**config.mk**
```make
export PLATFORM = sky130hd
export DESIGN_NAME = bram1be_arbiter2
export DESIGN_NICKNAME = d
export VERILOG_FILES = /design/src/rtl/bram1be_arbiter2.sv
export SDC_FILE = /design/constraint.sdc
export NUM_CORES = 1
export LEC_CHECK = 0
export ABC_AREA = 1
export BUFFER_PORTS_ARGS = -buffer_cell sky130_fd_sc_hd__buf_2
export CAP_MARGIN = 10
export CORE_AREA = 2 2 39 41
export CTS_CLUSTER_DIAMETER = 80
export DETAILED_ROUTE_END_ITERATION = 6
export DIE_AREA = 0 0 41 43
export GPL_TIMING_DRIVEN = 0
export HOLD_SLACK_MARGIN = 0.06
export SYNTH_ARGS = -nofsm -noshare
export SYNTH_HDL_FRONTEND = slang
export SYNTH_SLANG_ARGS = --single-unit
```
**constraint.sdc**
```tcl
create_clock -name CLK -period 0.9 [get_ports CLK]
set_clock_uncertainty 0.1 [all_clocks]
set_input_delay 0.18 -clock CLK [delete_from_list [all_inputs] [get_ports CLK]]
set_output_delay 0.18 -clock CLK [all_outputs]
set_load 0.1 [all_outputs]
```
**src/rtl/bram1be_arbiter2.sv**
```systemverilog
`default_nettype none
// ============================================================================
// bram1be_arbiter2
//   Round-robin arbiter that shares one byte-enabled BRAM port between two
//   clients and steers read data back through a latency-matched tag pipe.
//   Revision: 1.0
// ============================================================================
module bram1be_arbiter2 #(
  parameter int PIPELINED  = 0,
  parameter int ADDR_WIDTH = 1,
  parameter int DATA_WIDTH = 1,
  parameter int WE_WIDTH   = 1
) (
  input  logic                  CLK,
  input  logic                  RST,
  input  logic                  A_EN,
  input  logic [WE_WIDTH-1:0]   A_WE,
  input  logic [ADDR_WIDTH-1:0] A_ADDR,
  input  logic [DATA_WIDTH-1:0] A_DI,
  output logic                  A_RDY,
  output logic                  A_RSP_VAL,
  output logic [DATA_WIDTH-1:0] A_RSP_DO,
  input  logic                  B_EN,
  input  logic [WE_WIDTH-1:0]   B_WE,
  input  logic [ADDR_WIDTH-1:0] B_ADDR,
  input  logic [DATA_WIDTH-1:0] B_DI,
  output logic                  B_RDY,
  output logic                  B_RSP_VAL,
  output logic [DATA_WIDTH-1:0] B_RSP_DO,
  output logic                  MEM_EN,
  output logic [WE_WIDTH-1:0]   MEM_WE,
  output logic [ADDR_WIDTH-1:0] MEM_ADDR,
  output logic [DATA_WIDTH-1:0] MEM_DI,
  input  logic [DATA_WIDTH-1:0] MEM_DO
);

  localparam int c_lat = PIPELINED + 1;

  typedef enum logic {
    CLIENT_A = 1'b0,
    CLIENT_B = 1'b1
  } client_e;

  client_e          last_gnt_q, last_gnt_d;
  logic             gnt_a, gnt_b, issue_rd;
  logic [c_lat-1:0] vld_q, vld_d;
  logic [c_lat-1:0] own_q, own_d;  // 1 = client B owns the stage

  // On a tie the client that did not win last time gets the port.
  always_comb begin
    gnt_a = 1'b0;
    gnt_b = 1'b0;
    if (!RST) begin
      gnt_a = A_EN && (!B_EN || (last_gnt_q == CLIENT_B));
      gnt_b = B_EN && (!A_EN || (last_gnt_q == CLIENT_A));
    end
  end

  assign A_RDY = gnt_a;
  assign B_RDY = gnt_b;

  always_comb begin
    MEM_EN   = gnt_a | gnt_b;
    MEM_WE   = '0;
    MEM_ADDR = A_ADDR;
    MEM_DI   = A_DI;
    if (gnt_b) begin
      MEM_WE   = B_WE;
      MEM_ADDR = B_ADDR;
      MEM_DI   = B_DI;
    end else if (gnt_a) begin
      MEM_WE   = A_WE;
    end
  end

  always_comb begin
    last_gnt_d = last_gnt_q;
    if (gnt_a)      last_gnt_d = CLIENT_A;
    else if (gnt_b) last_gnt_d = CLIENT_B;
  end

  assign issue_rd = MEM_EN && (MEM_WE == '0);

  generate
    if (c_lat == 1) begin : g_lat_single
      assign vld_d = issue_rd;
      assign own_d = gnt_b;
    end else begin : g_lat_shift
      assign vld_d = {vld_q[c_lat-2:0], issue_rd};
      assign own_d = {own_q[c_lat-2:0], gnt_b};
    end
  endgenerate

  always_ff @(posedge CLK) begin
    if (RST) begin
      last_gnt_q <= CLIENT_B;
      vld_q      <= '0;
      own_q      <= '0;
    end else begin
      last_gnt_q <= last_gnt_d;
      vld_q      <= vld_d;
      own_q      <= own_d;
    end
  end

  // Data is unqualified without RSP_VAL, so both clients see the RAM output.
  assign A_RSP_VAL = !RST && vld_q[c_lat-1] && !own_q[c_lat-1];
  assign B_RSP_VAL = !RST && vld_q[c_lat-1] &&  own_q[c_lat-1];
  assign A_RSP_DO  = MEM_DO;
  assign B_RSP_DO  = MEM_DO;

endmodule
`default_nettype wire

```
### After elaboration in Yosys (flattened, before gate mapping)

Cells that the tools add are included.

| word-level totals | value |
|---|---|
| bits in registers | 3 |
| input bits | 11 |
| output and inout bits | 10 |
| word-level logic and storage cells | 27 |

| cells by class | value |
|---|---|
| mux-type cells | 8 |
| bitwise logic cells | 3 |
| reduce and logical (&&, ||, !) cells | 13 |

Operator list:

| kind | number |
|---|---|
| two-way mux 1 bit | 8 |
| logical AND 1 bit | 6 |
| zero test 1 bit | 4 |
| logical OR 1 bit | 2 |
| NOT 1 bit | 2 |
| nonzero test 2 bit | 1 |
| bitwise OR 1 bit | 1 |

### Depth between registers and ports, before layout

Gate-level depths: netlist (run 1).

| depth | value |
|---|---|
| depth after elaboration | 8 |
| gate-level depth with buffers | 5 |
| gate-level depth less buffers | 5 |

### Least setup slack after synthesis (run 1)

OpenSTA, ideal clock, no wires.

| timing | value |
|---|---|
| path type | register -> output |
| start | register last_gnt_q |
| end | output A_RDY |
| arrival time | 1.736 ns |
| required time | 0.620 ns |
| setup slack | -1.116 ns |
| stages on the path, launching flop included | 5 |
| path buffers | 0 |
| path through | dfxtp_1 > inv_1 > nand2_1 > nand2_1 > nor2_1 |

| on the way | value |
|---|---|
| word-level cells in the longest chain between the ends | 3 |

Ends and longest elaborated chain:

| what | line | source |
|---|---|---|
| start: declaration | 44 | `client_e last_gnt_q, last_gnt_d;` |
| start signal: assignment | 100 | `last_gnt_q <= last_gnt_d;` |
| logical OR 1 bit | 54 | `gnt_a = A_EN && (!B_EN \|\| (last_gnt_q == CLIENT_B));` |
| logical AND 1 bit | 54 |  |
| two-way mux 1 bit | 53 | `if (!RST) begin` |
| end: declaration | 20 | `output logic A_RDY,` |

No other way between the ends.

### Worst setup path in the final report (run 1)

| timing | value |
|---|---|
| start | register last_gnt_q |
| end | output MEM_DI |

| on the way | value |
|---|---|
| word-level cells in the longest chain between the ends | 5 |

Ends and longest elaborated chain:

| what | line | source |
|---|---|---|
| NOT 1 bit | 55 | `gnt_b = B_EN && (!A_EN \|\| (last_gnt_q == CLIENT_A));` |
| logical OR 1 bit | 55 |  |
| logical AND 1 bit | 55 |  |
| two-way mux 1 bit | 53 |  |
| two-way mux 1 bit | 67 | `if (gnt_b) begin` |
| end: declaration | 33 | `output logic [DATA_WIDTH-1:0] MEM_DI,` |

No other way between the ends.

==> reports/results.ini, run 1 <==
[outcome]
status = finished with violations
violations = setup timing

[run]
cap_viol_max_count = 0

[clock_tree]
htree_levels = 1
clk_pin_slew_ns = 0.04
cts_buffer_depth = 2
cts_buffers = 3
insertion_delay_ns = 0.24
cts.sinks = 3
clockRootBuffer = clkbuf_4
cts_tree = yes

[worst_setup_path]
worstPathArrival_ns = 1.19
path_max_fanout = 5
r2r-start = last_gnt_q
required_ns = 0.62
crit_chain = nand2_4, nand3_4, inv_12, nand2_8, nand2_8, buf_12
crit_top_cell = nand2_8
start_kind = flop
rrSetupSlack_ns = -0.18
r2r-end = vld_q
reg2reg_depth = 7
crit_buf_inv = 2
path_class = flop to output port
max_stage_delay_ns = 0.33
slowest_stage = dfxtp_2
path_delay_family = simple AND/OR/NAND/NOR gates
end_kind = output port

[timing]
final_hold_viol_count = 0
final-setup-viol-count = 10
period_needed_ns = 1.472
fin_crit_sh_pct = 163.6
layout_setup_ws_ns = -0.5724
rsz0062_at_grt = yes
slew_viol_final = 0
worst_slew_pin_slew_ns = 0.2795
fmax_ghz = 0.6792
slew_headroom_pct = 81.52

[cells_and_area]
syn_to_final_growth_pct = 263.0
drive_above_1_share_pct = 91.04
fin_util_pct = 53.16
antenna_cells = 0
nNetsFinal = 79

[hold_path]
hold_path_startpoint = A_EN
whs_endpoint = last_gnt_q
hold_depth = 2
min_path_type = input port to flop

[floorplanning]
die_y_um = 43
start_util_pct = 14.65
ioPinCount = 21
die_area_mm2 = 0.001763
rows = 14
fp.dieW_um = 41
core-area_mm2 = 0.001384

[placement]
place.gp.congestion = 0.5126
portBuffers = 19
dp.final_hpwl_um = 491.9

[synthesis]
syn_area_um2 = 202.7
yosysUniqueCellTypes = 13
ys_warn_count = 0
ys_top_cells_by_count = nand2_1, inv_1, nor2_1, dfxtp_1
ys_seq_area_share_pct = 29.63
synth.most_common_cell = nand2_1
yosys.area.top_type = dfxtp_1
syn-num-nets = 44
synth_cells = 33
async_flop_share_pct = 0
synth-main-ff-cell = dfxtp_1
synth_top_area_share_pct = 29.63
syn_avg_cell_area_um2 = 6.142
ys_top_cells_by_area = dfxtp_1, nand2_1, inv_1, buf_4, nor2_1
synth-seq-cells = 3
synth-edff-count = 0

[drt]
totalWireLength_um = 897
ant_nets = 0
drt_iter0_drc = 9
viasPerCell = 4.169
wl_per_cell_um = 10.81
drc = 0
vias = 346
drt_first_pass_iters = 4

[grt]
antenna_found_initial = 0
grt_pass1_wl_um = 1331
gr-total-overflow = 0
grt_pass1_vias = 328
grt_max_degree = 6
grt_use_total_pct = 11.72

[power]
power.density_mw_per_mm2 = 1276
ir_drop_v = 0.0007192
finalPower_mw = 0.9384
leakage_nw = 0.3455

cells by family (layout without fill, tap and decap cells):
logic type,count (synthesis),in the layout,share of synthesized area (%)
AOI/OAI and AO/OA,2,2,6.172
buffers and inverters,9,43,20.37
DFF,3,3,29.63
and+or+nand+nor,19,19,43.82
layout make-up:
| cell class | instances | area (µm²) |
|---|---|---|
| buffer | 2 | 15.01 |
| clock buffer | 4 | 26.28 |
| fill | 121 | 648.1 |
| inverter | 7 | 60.06 |
| multi-input combinational | 21 | 232.7 |
| sequential | 3 | 63.81 |
| tap | 16 | 20.02 |
| timing repair buffer | 30 | 317.8 |
worst register-to-register path, delay by kind of cell, from the launching register on:
kind,cells,cell delay [ns]
buffers and inverters,3,0.24
AND/OR/NAND/NOR,4,0.28
flip-flops,1,0.35
power breakdown:
group	internal (mW)	total (mW)	switching [mW]
logic	0.206	0.528	0.321
clock network	0.167	0.256	0.0885
registers	0.145	0.155	0.00958
placed cells by master (no fill, tap or decap), drive strengths merged:
master,count
dfxtp,3
o21ai,1
nand4,1
nand3,2
clkbuf,4
nand2,11
inv,6
o211ai,1
buf,32
nor2,5
bufinv,1
how the worst max path moves through the flow:
stage | cells past startpoint | endpoint | from | slack, ns
4_1_cts | 6 | MEM_DI | last_gnt_q | -0.57
3_5_place_dp | 7 | MEM_DI | RST | -0.61
2_1_floorplan | 4 | A_RDY | last_gnt_q | -0.35
6_report | 6 | MEM_DI | last_gnt_q | -0.57
3_3_place_gp | 6 | MEM_ADDR | A_EN | -0.60
5_1_grt | 6 | MEM_DI | last_gnt_q | -0.63
per-stage QoR:
| step | instances | hold WS (ns) | setup WS [ns] | setup TNS [ns] | instance area (µm²) |
|---|---|---|---|---|---|
| 2_1_floorplan | 33 | 0.1883 | -0.3509 | -1.859 | 351.6 |
| 3_3_place_gp | 68 | 0.3729 | -0.5988 | -3.860 | 466.7 |
| 3_5_place_dp | 68 | 0.3729 | -0.6080 | -3.993 | 466.7 |
| 4_1_cts | 83 | 0.05875 | -0.5677 | -3.656 | 730.7 |
| 5_1_grt | 83 | 0.05453 | -0.6338 | -4.204 | 735.7 |
| 6_report | 83 | 0.06959 | -0.5724 | -3.761 | 735.7 |
repair_timing:
item,4_1_cts,5_1_grt
setup endpoints to repair,11,10
resized for setup,45,1
buffers inserted,11,0
pin swaps,9,2
hold endpoints to repair,1,1
gates cloned,0,0
sequential cells by signal, indices dropped and copies added, names as in the netlist:
name,cells
own_q,1
last_gnt_q,1
vld_q,1
routing by layer:
metal	up-vias	GRT usage (%)	wire (µm)
met2	21	20.94	504
li1	165	-	-
met1	160	9.904	295
met5	-	0	0
met4	0	4.000	0
met3	0	6.806	97
(Power assumes the default switching activity.)
==> run 2: changes to the inputs <==
--- a/config.mk
+++ b/config.mk
@@ -17,3 +17,4 @@
 export SYNTH_ARGS = -nofsm -noshare
 export SYNTH_HDL_FRONTEND = slang
 export SYNTH_SLANG_ARGS = --single-unit
+export TNS_END_PERCENT = 30
==> reports/results.ini, run 2 (synthesis gave the netlist of run 1 again) <==
[clock_tree]
insertion_delay_ns = 0.23  ; was 0.24 ns
cts.sinks = 3  ; unchanged
clockRootBuffer = clkbuf_4  ; unchanged
cts_buffer_depth = 2  ; unchanged
htree_levels = 1  ; unchanged
clk_pin_slew_ns = 0.04  ; about the same
cts_buffers = 3  ; unchanged
cts_tree = yes  ; unchanged

[drt]
wl_met3_um = 68  ; was 97 µm
wl_per_cell_um = 8.554  ; was 10.81 µm
drt_first_pass_iters = 4  ; unchanged
wl_met2_um = 349  ; was 504 µm
ant_nets = 0  ; unchanged
vias = 294  ; was 346
viasPerCell = 3.973  ; was 4.169
wl_met1_um = 215  ; was 295 µm
maxUsedRoutingLayer = met3  ; unchanged
drt_iter0_drc = 2  ; was 9
totalWireLength_um = 633  ; was 897 µm
drc = 0  ; unchanged

[timing]
worst_slew_pin_slew_ns = 0.3537  ; was 0.2795 ns
slew_viol_final = 0  ; unchanged
slew_headroom_pct = 76.17  ; was 81.52%
layout_setup_ws_ns = -0.5157  ; was -0.5724 ns
fmax_ghz = 0.7064  ; was 0.6792 GHz
fin_crit_sh_pct = 157.3  ; was 163.6%
final-setup-viol-count = 10  ; unchanged
hold_ws_ns = 0.1234  ; was 0.06959 ns
final_hold_viol_count = 0  ; unchanged
period_needed_ns = 1.416  ; was 1.472 ns
rsz0062_at_grt = yes  ; unchanged

[grt]
grt_pass1_wl_um = 1179  ; was 1331 µm
grt_use_total_pct = 10.22  ; was 11.72%
grt_max_degree = 6  ; unchanged
grt_pass1_vias = 327  ; was 328
antenna_found_initial = 0  ; unchanged
gr-total-overflow = 0  ; unchanged

[cells_and_area]
antenna_cells = 0  ; unchanged
syn_to_final_growth_pct = 185.2  ; was 263.0%
nNetsFinal = 70  ; was 79
final_common_cell = buf_2  ; was buf_4
drive_above_1_share_pct = 86.21  ; was 91.04%
final_cells = 74  ; was 83
final_cell_mix = buf_2, buf_4, nand2_2, buf_12  ; was buf_4, buf_2, buf_12
n_fill_cell = 150  ; was 121
largestRegisters = last_gnt_q x1, own_q x1, vld_q x1  ; unchanged
finalInstanceArea_um2 = 578.1  ; was 735.7 µm²

[worst_setup_path]
worstPathArrival_ns = 1.14  ; was 1.19 ns
path_max_fanout = 4  ; was 5
crit_start = last_gnt_q  ; unchanged
end_kind = output port  ; unchanged
r2r-start = last_gnt_q  ; unchanged
required_ns = 0.62  ; about the same
path_class = flop to output port  ; unchanged
start_kind = flop  ; unchanged

[floorplanning]
ioPinCount = 21  ; unchanged
start_util_pct = 14.65  ; unchanged
fp.dieW_um = 41  ; unchanged
core-area_mm2 = 0.001384  ; unchanged
die_area_mm2 = 0.001763  ; unchanged
rows = 14  ; unchanged
die_y_um = 43  ; unchanged

[outcome]
violations = setup timing  ; unchanged
status = finished with violations  ; unchanged

[power]
finalPower_mw = 0.8249  ; was 0.9384 mW
ir_drop_v = 0.0004171  ; was 0.0007192 V
power.density_mw_per_mm2 = 1427  ; was 1276 mW/mm²
leakage_nw = 0.2877  ; was 0.3455 nW

[placement]
place.gp.congestion = 0.6050  ; was 0.5126
dp.final_hpwl_um = 508.3  ; was 491.9 µm
portBuffers = 19  ; unchanged
placed_cell_area_um2 = 407.9  ; was 466.7 µm²
place_inst = 68  ; unchanged

[hold_path]
hold_path_startpoint = A_EN  ; unchanged
min_path_type = input port to flop  ; unchanged

[run]
cap_viol_max_count = 0  ; unchanged

run 2: cell types whose count changed in the layout (fill, tap and decap cells not counted), moves of 2 or more:
cell	previous run	this run
nand2_2	4	6
nand2_8	4	2
buf_2	7	9
buf_4	13	7
buf_6	4	0
run 2: path summary, 6_finish.rpt:
kind           endpoint  slack, ns  depth (start not counted)
max reg2reg       vld_q      -0.11                          5
min          last_gnt_q       0.12                          2
min reg2reg  last_gnt_q       0.42                          2
max               B_RDY      -0.52                          4
run 2: repair_timing:
action | 4_1_cts | 5_1_grt
resized for setup | 36 | 0
setup endpoints to repair | 10 | 11
buffers inserted | 2 | 0
hold buffers | 0 | 0
cloned | 0 | 0
pin swaps | 9 | 1
run 2: layer usage:
metal,GRT usage [%],vias to the layer above
met5,0,-
met2,14.37,19
met1,10.86,126
met3,3.665,0
li1,-,149
met4,10.00,0
run 2: power by group:
group	switching [mW]	leakage (nW)	internal [mW]
clock	0.0693	0.0150	0.166
combinational	0.292	0.247	0.144
sequential	0.00774	0.0253	0.145
run 2: critical path, cell delays in order, from the launching register on:
cell and delay, ns:
dfxtp_2 0.32, nand2_2 0.08, nand3_4 0.12, inv_8 0.09, buf_4 0.28
run 2: cell type report:
| cell class | instances | area, µm² | share of cell area (%) |
|---|---|---|---|
| sequential | 3 | 63.81 | 11.04 |
| timing repair buffer | 21 | 217.7 | 37.66 |
| clock buffer | 4 | 26.28 | 4.545 |
| tap | 16 | 20.02 | 3.463 |
| multi-input combinational | 21 | 201.4 | 34.85 |
| buffer | 2 | 15.01 | 2.597 |
| inverter | 7 | 33.78 | 5.844 |
run 2: through the flow:
step	setup TNS, ns	setup slack (ns)	utilization, %
2_1_floorplan	-2.366	-0.3509	-
3_3_place_gp	-3.904	-0.6010	29.48
3_5_place_dp	-4.018	-0.6095	29.48
4_1_cts	-3.508	-0.5259	41.77
5_1_grt	-3.937	-0.5719	41.77
6_report	-3.443	-0.5157	41.77
==> run 3: changes to the inputs <==
==> constraint.sdc (replaced) <==
create_clock -name CLK -period 0.9 [get_ports CLK]
set_clock_uncertainty 0.1 [all_clocks]
set_input_delay 0.18 -clock CLK [delete_from_list [all_inputs] [get_ports CLK]]
set_output_delay 0.18 -clock CLK [all_outputs]
set_load 0.01 [all_outputs]
==> reports/results.ini, run 3 (synthesis gave the netlist of run 1 again) <==
[cells_and_area]
syn_to_final_growth_pct = 92.59  ; was 185.2%
nNetsFinal = 69  ; was 70
final_common_cell = buf_2  ; unchanged
final_cell_mix = buf_2, nand2_1, inv_1, nand2_2, nor2_1  ; was buf_2, buf_4, nand2_2, buf_12
drive_above_1_share_pct = 63.16  ; was 86.21%
antenna_cells = 0  ; unchanged
largestRegisters = last_gnt_q x1, own_q x1, vld_q x1  ; unchanged
n_fill_cell = 162  ; was 150

[timing]
period_needed_ns = 1.287  ; was 1.416 ns
worst_slew_pin_slew_ns = 0.2811  ; was 0.3537 ns
layout_setup_ws_ns = -0.3870  ; was -0.5157 ns
fmax_ghz = 0.7770  ; was 0.7064 GHz
slew_viol_final = 0  ; unchanged
hold_ws_ns = 0.09865  ; was 0.1234 ns
final_hold_viol_count = 0  ; unchanged
final-setup-viol-count = 8  ; was 10
slew_headroom_pct = 81.06  ; was 76.17%
rsz0062_at_grt = yes  ; unchanged
fin_crit_sh_pct = 143.0  ; was 157.3%

[power]
power.density_mw_per_mm2 = 1378  ; was 1427 mW/mm²
ir_drop_v = 0.0002639  ; was 0.0004171 V
leakage_nw = 0.2317  ; was 0.2877 nW
finalPower_mw = 0.5381  ; was 0.8249 mW

[floorplanning]
fp.dieW_um = 41  ; unchanged
core-area_mm2 = 0.001384  ; unchanged
ioPinCount = 21  ; unchanged
die_y_um = 43  ; unchanged
die_area_mm2 = 0.001763  ; unchanged
rows = 14  ; unchanged
start_util_pct = 14.65  ; unchanged

[grt]
grt_pass1_wl_um = 841  ; was 1179 µm
antenna_found_initial = 0  ; unchanged
grt_use_total_pct = 7.615  ; was 10.22%
grt_max_degree = 6  ; unchanged
grt_pass1_vias = 246  ; was 327
gr-total-overflow = 0  ; unchanged

[drt]
drt_iter0_drc = 3  ; was 2
viasPerCell = 3.740  ; was 3.973
wl_met2_um = 286  ; was 349 µm
ant_nets = 0  ; unchanged
wl_per_cell_um = 7.795  ; was 8.554 µm
drc = 0  ; unchanged
maxUsedRoutingLayer = met4  ; was met3
drt_first_pass_iters = 4  ; unchanged
totalWireLength_um = 569  ; was 633 µm
wl_met3_um = 60  ; was 68 µm
vias = 273  ; was 294
wl_met1_um = 201  ; was 215 µm

[placement]
place.gp.congestion = 0.6283  ; was 0.6050
dp.final_hpwl_um = 468.2  ; was 508.3 µm
portBuffers = 19  ; unchanged

[worst_setup_path]
required_ns = 0.62  ; about the same
end_kind = output port  ; unchanged
worstPathArrival_ns = 1.01  ; was 1.14 ns
start_kind = flop  ; unchanged
path_class = flop to output port  ; unchanged
path_max_fanout = 4  ; unchanged

[hold_path]
min_path_type = input port to flop  ; unchanged

[clock_tree]
clockRootBuffer = clkbuf_4  ; unchanged
insertion_delay_ns = 0.24  ; was 0.23 ns
clk_pin_slew_ns = 0.04  ; about the same
htree_levels = 1  ; unchanged
cts.sinks = 3  ; unchanged
cts_tree = yes  ; unchanged
cts_buffer_depth = 2  ; unchanged
cts_buffers = 3  ; unchanged

[run]
cap_viol_max_count = 0  ; unchanged

[outcome]
violations = setup timing  ; unchanged
status = finished with violations  ; unchanged

-- run 3: cell count changes in the layout (fill, tap and decap cells not counted), sizes merged --
cell / delta
buf: -1
-- run 3: repair_timing --
item,CTS,global route
hold buffers,0,0
setup buffers,1,0
pin swaps,2,1
setup endpoints to repair,8,10
resized for setup,5,1
-- run 3: critical path, cell delays in order, from the launching register on --
cell     delay (ns)
dfxtp_2        0.31
nand2_2        0.08
nand3_4        0.09
inv_4          0.07
nand2_1        0.05
nand2_2        0.06
buf_6          0.09
-- run 3: cell type report --
class / count / area (µm²) / area share [%]
Timing Repair Buffer: 20 / 121.4 / 31.09
Clock buffer: 4 / 26.28 / 6.731
Inverter: 7 / 28.78 / 7.372
Buffer: 2 / 15.01 / 3.846
Sequential cell: 3 / 62.56 / 16.03
Tap cell: 16 / 20.02 / 5.128
Multi-Input combinational cell: 21 / 116.4 / 29.81
-- run 3: worst paths after layout --
check                   from    endpoint  slack [ns]  cells after the start
setup / recovery  last_gnt_q    MEM_ADDR       -0.39                      6
hold reg to reg   last_gnt_q  last_gnt_q        0.42                      2
setup reg to reg  last_gnt_q  last_gnt_q        0.01                      4
hold / removal          A_EN  last_gnt_q         0.1                      2
-- run 3: layer usage --
| layer | track usage [%] | vias up |
|---|---|---|
| met4 | 10.00 | 0 |
| li1 | - | 144 |
| met1 | 5.112 | 110 |
| met2 | 14.06 | 17 |
| met3 | 0 | 2 |
| met5 | 0 | - |
-- run 3: per-stage QoR --
stage | setup slack, ns | utilization (%) | TNS [ns] | std cells | instance area (µm²)
finish | -0.3870 | 28.21 | -2.285 | 73 | 390.4
global route | -0.4521 | 28.21 | -2.858 | 73 | 390.4
CTS | -0.4040 | 28.03 | -2.380 | 73 | 387.9
detailed placement | -0.2047 | 24.05 | -1.078 | 68 | 332.8
global placement | -0.1823 | 24.05 | -0.9406 | 68 | 332.8
floorplan | -0.04866 | - | -0.1123 | 33 | 217.7
-- run 3: power by group --
group	switching (mW)	leakage, nW	total, mW	internal (mW)
Combinational	0.0722	0.192	0.144	0.0716
Clock	0.0790	0.0150	0.246	0.167
Sequential	0.00417	0.0251	0.149	0.144
Total	0.155	0.232	0.538	0.383
